`config.mk`:
```
export PLATFORM = sky130hd
export DESIGN_NAME = instr_fetch
export DESIGN_NICKNAME = d
export VERILOG_FILES = /design/src/rtl/instr_fetch.sv
export SDC_FILE = /design/constraint.sdc
export NUM_CORES = 1
export LEC_CHECK = 0
export BUFFER_PORTS_ARGS = -buffer_cell sky130_fd_sc_hd__buf_2
export CAP_MARGIN = 15
export CORE_UTILIZATION = 56
export DETAILED_ROUTE_END_ITERATION = 16
export PLACE_DENSITY = 0.77
export SLEW_MARGIN = 20
export SYNTH_ARGS = -nofsm -noshare
export SYNTH_HDL_FRONTEND = slang
export SYNTH_SLANG_ARGS = --single-unit
```
`constraint.sdc`:
```
create_clock -name clk -period 6.1 [get_ports clk]
set_input_delay 0.61 -clock clk [delete_from_list [all_inputs] [get_ports clk]]
set_output_delay 0.61 -clock clk [all_outputs]
set_load 0.1 [all_outputs]
```
`src/rtl/instr_fetch.sv`:
```
// Instruction fetch/sequencer feeding cpu_fsm: loadable program RAM, PC, and a
// four-state sequencer that issues one instruction per done pulse and stops on HALT.
module instr_fetch #(
  parameter int                OP_SIZE  = 4,
  parameter int                ARG_SIZE = 3,
  parameter int                ARG_NUM  = 2,
  parameter int                ADDR_W   = 5,
  parameter logic [OP_SIZE-1:0] HALT_OP = 4'hF,
  localparam int               IW       = OP_SIZE + ARG_NUM*ARG_SIZE,
  localparam int               DEPTH    = 2**ADDR_W
) (
  input  logic              clk,
  input  logic              rst,
  input  logic              start,
  input  logic              prog_we,
  input  logic [ADDR_W-1:0] prog_addr,
  input  logic [IW-1:0]     prog_data,
  input  logic              done,
  input  logic              branch,
  input  logic [ADDR_W-1:0] branch_addr,
  output logic [IW-1:0]     instruction,
  output logic              instr_valid,
  output logic [ADDR_W-1:0] pc,
  output logic              halted
);

  typedef enum logic [1:0] {
    S_IDLE  = 2'd0,
    S_FETCH = 2'd1,
    S_ISSUE = 2'd2,
    S_HALT  = 2'd3
  } state_t;

  state_t            state_q, state_d;
  logic [ADDR_W-1:0] pc_q, pc_d;
  logic [IW-1:0]     instr_q, instr_d;
  logic              valid_q, valid_d;
  logic              halted_q, halted_d;

  logic [IW-1:0]     mem [DEPTH];
  logic              mem_we;
  logic [IW-1:0]     rd_word;

  // RAM has no reset so a program survives a sequencer reset.
  always_ff @(posedge clk) begin
    if (mem_we) mem[prog_addr] <= prog_data;
  end

  // The instruction register acts as the synchronous read port: the word
  // addressed during FETCH is captured on the FETCH->ISSUE edge, so a write
  // taken together with start is already visible.
  assign rd_word = mem[pc_q];

  always_comb begin
    state_d  = state_q;
    pc_d     = pc_q;
    instr_d  = instr_q;
    valid_d  = valid_q;
    halted_d = halted_q;
    mem_we   = 1'b0;
    case (state_q)
      S_IDLE: begin
        mem_we = prog_we;
        if (start) begin
          pc_d    = '0;
          state_d = S_FETCH;
        end
      end
      S_FETCH: begin
        if (rd_word[IW-1 -: OP_SIZE] == HALT_OP) begin
          halted_d = 1'b1;
          state_d  = S_HALT;
        end else begin
          instr_d = rd_word;
          valid_d = 1'b1;
          state_d = S_ISSUE;
        end
      end
      S_ISSUE: begin
        if (done) begin
          pc_d    = branch ? branch_addr : pc_q + ADDR_W'(1);
          valid_d = 1'b0;
          state_d = S_FETCH;
        end
      end
      S_HALT: begin
        mem_we = prog_we;
        if (start) begin
          halted_d = 1'b0;
          pc_d     = '0;
          state_d  = S_FETCH;
        end
      end
      default: state_d = S_IDLE;
    endcase
  end

  always_ff @(posedge clk or negedge rst) begin
    if (!rst) begin
      state_q  <= S_IDLE;
      pc_q     <= '0;
      instr_q  <= '0;
      valid_q  <= 1'b0;
      halted_q <= 1'b0;
    end else begin
      state_q  <= state_d;
      pc_q     <= pc_d;
      instr_q  <= instr_d;
      valid_q  <= valid_d;
      halted_q <= halted_d;
    end
  end

  assign instruction = instr_q;
  assign instr_valid = valid_q;
  assign pc          = pc_q;
  assign halted      = halted_q;

endmodule

```
; Word level (Yosys, flattened, before mapping)
; Memories as Yosys holds them, arrays and structs flattened.
; Index checks and enable logic that the tools add are counted.
[classes]
n_addsub = 1
n_mul = 0
n_div = 0
order_cmp = 0
n_eq_ne = 9
shift = 0
muxes = 17
bitwise_logic = 1
n_reduce_logical = 10
[op_table]
columns = operator, count
row1 = 2-to-1 mux 5 bit, 3
row2 = case mux 5 bit (2 select lines), 1
row3 = AND reduction 3 bit, 3
row4 = 2-to-1 mux 1 bit, 8
row5 = != test 2 bit (second input constant), 4
row6 = case mux 2 bit (3 select lines), 1
row7 = nonzero test 2 bit, 3
row8 = adder 5 x 1 -> 5 bit (second input constant), 1
row9 = equality test 2 bit (second input constant), 2
row10 = equality test 4 bit (second input constant), 1
row11 = 2-to-1 mux 2 bit, 2
row12 = case mux 1 bit (2 select lines), 2
row13 = AND reduction 2 bit, 2
row14 = equality test 2 x 1 -> 1 bit (second input constant), 1
row15 = logical NOT 2 bit, 1
row16 = != test 2 x 1 -> 1 bit (second input constant), 1
row17 = OR reduction 2 bit, 1
row18 = inverter 1 bit, 1
[totals]
reg_bits = 19
latchBits = 0
mem_bits_rw = 320
rom_bits = 0
inputBits = 26
output_inout_bits = 17
memories = 1
[mem_list]
columns = memory, words, width, read_ports, rd_clocked_by_memory_dff, write_ports, line
row1 = mem, 32, 10, 1, 0, 1, 40  ; logic [IW-1:0] mem [DEPTH];

; Longest topological paths before layout
[logic_depth]
word_depth = 5
ltp_mapped = 8
depth_no_buf = 7

; Worst setup path after synthesis
; OpenSTA, ideal clock, no wires.
[synth_timing]
kind = register to register
from = register pc_q[0], in the netlist pc[0]
to = register instr_q[0], in the netlist instruction[0]
setup_time_ns = 0.125
t_arrival_ns = 3.225
required_time_ns = 5.975
slack_ns = 2.750
path_stages_with_launch = 8
n_path_buf = 3
synth_period_minus_slack_ns = 3.350
path_cell_list = dfrtp_1 buf_6 buf_4 buf_2 mux4_2 mux4_2 mux2_2 mux2_4
[synth_between]
elab_chain_len = 4
[synth_rtl]
columns = element, line
row1 = from (decl), 35  ; logic [ADDR_W-1:0] pc_q, pc_d;
row2 = from (signal assigned), 107  ; pc_q <= pc_d;
row3 = memory (32 x 10 bit) (*), n/a
row4 = equality test 4 bit, 70  ; if (rd_word[IW-1 -: OP_SIZE] == HALT_OP) begin
row5 = inverter 1 bit (no source line), n/a
row6 = AND reduction 2 bit (no source line), n/a
row7 = to (signal assigned), 108  ; instr_q <= instr_d;
row8 = to (decl), 36  ; logic [IW-1:0] instr_q, instr_d;
; Every way passes the cells marked *; elsewhere a longest branch is shown, timed or not.
; A chain may end at the register's enable or synchronous reset.

; Final worst setup path
[layout_timing]
from = register pc_q[0], in the netlist pc[0]
to = register instr_q[4], in the netlist instruction[4]
; Same word-level chain as after synthesis.

==> impl_results.md <==
- Status: completed
- Post-synthesis compound-gate area fraction: 0.0136
- Startpoint types: register
- Leakage dissipation: approximately 4.8 nW
- Gpl congestion: 0.853
- GRT Residual Overflow: 0
- Gate Count Post-Synth: 595
- Fin. max-slew vios: 0
- Die Area: between 20,000 and 25,000 sq um
- Worst-skew pair later-pin latency: ~0.56 ns
- RSZ-0062 raised after global routing: no
- Final setup violation count: 0
- Minimum clock period after layout: 3.82 ns
- CTS tree: built
- Clk pin slew, worst setup/hold paths: approximately 0.060 ns
- DR DRC count: 0
- Hold Startpoint: branch_addr[0]
- Number of synthesized flops with an enable pin: 320
- Setup Skew: 0.0203 ns
- Core Rows: 56
- WP data arrival: 4.25 ns
- Synth Register Bits: ~340
- R2r endpoint: instruction[4]
- Worst reg2reg startpoint: pc[0]
- Vias/cell: ~6.3
- HP Class: in -> reg
- Die width: between 150 and 200 um
- Clk network pwr share: 0.302
- Fraction of layout cells with a size suffix above 1: 0.354
- DR WL/cell: between 20 and 30 um
- Switching part of the total: 0.307
- Post_cts resized: 0
- Ys async rst share: 0.0560
- Main combinational cell family by area after synthesis: multiplexers
- Cell Area, Synth: 13,300 sq um
- Initial drt markers: 744
- Cts bufs inserted: 31
- Layout area overhead: 13.2%
- Core box area: 23,400 sq um
- Tcrit/Tclk final: 0.626
- Port Buffers: 42
- Synth unique cells: 39
- Total GRT Usage: 0.251
- Initial core utilization: 0.570
- Fin cells: around 1k
- XOR/XNOR Fraction of Synth Area: 0
- Seq/Total Area, Yosys: 0.757
- Initial antenna violation count: 1
- Required @ worst endpoint: approximately 6.5 ns
- Worst slew pin tran: slightly above 0.9 ns
- Synth Area in Adders: 0.00469
- Simple-Gate Fraction of Synth Area: 0.0254
- Slew headroom: 0.390
- Ports: between 40 and 50
- Total number of yosys warnings: 0
- WHS Endpoint: pc[0]
- DP Cell Count: between 900 and 1k
- Cells on worst reg2reg path: 6
- Mux contribution to synthesized area: 0.186
- Post-route antenna net violation count: 0
- Root Driver: clkbuf_16
- Syn avg cell area: approximately 22 sq um
- Sequential power share: 0.430
- DR vias: roughly 6.4k
- H-tree levels: 1
- Setup TNS: 0 ns
- PD cells: around 430 nW/um^2
- Top FF cell, synth: edfxtp_1
- CP Max Fanout: 45
- Max Freq: roughly 260 MHz
- Nets: 704
- Endpoint class of the critical path: register
- Worst hold path stage count: 3
- Vias in the first global route: 6,597
- Mapped Nets: 626
- First-pass GRT wire length: roughly 43,000 um
- 1st-pass router iterations: 5
- Internal power: 4.50 mW
- Comb pwr share: 0.268
- # clock sinks: 339
- Largest net degree at the start of global routing: between 40 and 50
- Kind of critical path: reg -> reg
- VDD IR max: roughly 0.35 mV
- Die Height: between 150 and 200 um
- Post-DP HPWL: between 15,000 and 20,000 um
- Max-cap check violation count: 0
- Hold Vio Cnt, Final: 0
- Clock tree buffer depth: 3
- Final WL: roughly 29,000 um
- Sw power: roughly 2 mW
- R2r setup slk: approximately 2.3 ns
==> worst max-delay path, cell delays in order, from the launching register on <==
cell and delay (ns):
dfrtp_4 1.01, buf_4 0.40, mux4_2 0.55, mux4_2 0.49
mux2i_1 0.54, o41ai_4 0.30, mux2_4 0.36
==> cell usage in the layout, fill, tap and decap left out, types with 3 or more instances in the layout <==
cell type   Yosys  final
ha_1            5      5
mux2i_1         3      3
inv_1           7      7
mux4_2        100    100
nor2_2          0     11
bufinv_16       0      5
nand3b_1        3      3
clkbuf_16       0     31
clkbuf_1       13      7
buf_4           2     30
clkinvlp_4      0      3
dfrtp_1        19     17
nand2_1        15     15
mux2_2          6      6
nor2_1         39     28
nand3_1         3      3
a22oi_1         5      5
mux2_4          6      6
clkinv_1        0      7
o21ai_0         7      7
edfxtp_1      320    320
buf_2           9     42
==> cell usage after synthesis, types with 6 or more instances <==
cell type / instances / area, sq um
mux2_4: 6 / 90.1
o21ai_0: 7 / 35.0
clkbuf_1: 13 / 48.8
nor2_1: 39 / 146
dfrtp_1: 19 / 475
mux4_2: 100 / 2250
mux2_2: 6 / 67.6
nand2_1: 15 / 56.3
edfxtp_1: 320 / 9610
inv_1: 7 / 26.3
buf_2: 9 / 45.0
==> metal layers <==
metal / wire (um) / track usage
met3: 2320 / 0.0382
met4: 1130 / 0.100
met2: 14900 / 0.420
met5: 0 / 0
met1: 10700 / 0.336
==> state kept, by name, indices dropped and copies added (netlist names) <==
| register | count |
|---|---|
| instruction | 10 |
| state_q | 2 |
| mem | 320 |
| halted | 1 |
| pc | 5 |
| instr_valid | 1 |
==> timing repair <==
action                    in CTS  in global routing
hold endpoints to repair      19                  0
setup buffers                  0                  0
hold buffers                   1                  0
==> layout make-up <==
class / instances / area (sq um)
antenna: 2 / 5.00
clock buffer: 38 / 802
tap: 319 / 399
sequential: 339 / 10100
multi-input combinational: 221 / 3100
timing repair buffer: 73 / 445
fill: 1510 / 8310
clock inverter: 19 / 226
inverter: 7 / 26.3
==> power groups by stage <==
stage	sequential [mW]	clock, mW	combinational (mW)
floorplan	3.10	0	1.08
global placement	2.84	0	1.69
detailed placement	2.85	0	1.72
CTS	2.80	1.98	1.74
global route	2.81	2.06	1.82
finish	2.79	1.96	1.74
==> stage by stage <==
step	power [mW]	area (sq um)	utilization	hold WS, ns	setup slack, ns
3_5_place_dp	4.57	14000	0.600	0.506	2.27
5_1_grt	6.69	15100	0.645	0.375	2.07
2_1_floorplan	4.17	13300	-	0.314	2.75
4_1_cts	6.53	15100	0.645	0.357	2.22
6_report	6.49	15100	0.645	0.377	2.28
3_3_place_gp	4.53	14000	0.599	0.501	2.36
==> cell families (layout without fill, tap and decap cells) <==
group | after synthesis | in the layout
compound gates | 24 | 24
flops | 339 | 339
other cells | 0 | 2
buf+inv | 35 | 137
simple gates | 75 | 75
fa+ha+maj | 5 | 5
mux | 117 | 117
==> how the worst max path moves through the flow <==
stage | slack, ns | depth (start not counted) | from | to
2_1_floorplan | 2.75 | 7 | pc[0] | instruction[0]
3_3_place_gp | 2.36 | 6 | pc[0] | instruction[2]
3_5_place_dp | 2.27 | 6 | pc[0] | instruction[4]
4_1_cts | 2.22 | 6 | pc[0] | instruction[4]
5_1_grt | 2.07 | 6 | pc[0] | instruction[4]
6_report | 2.28 | 6 | pc[0] | instruction[4]
No activity file was read; power rests on OpenSTA's default activity.
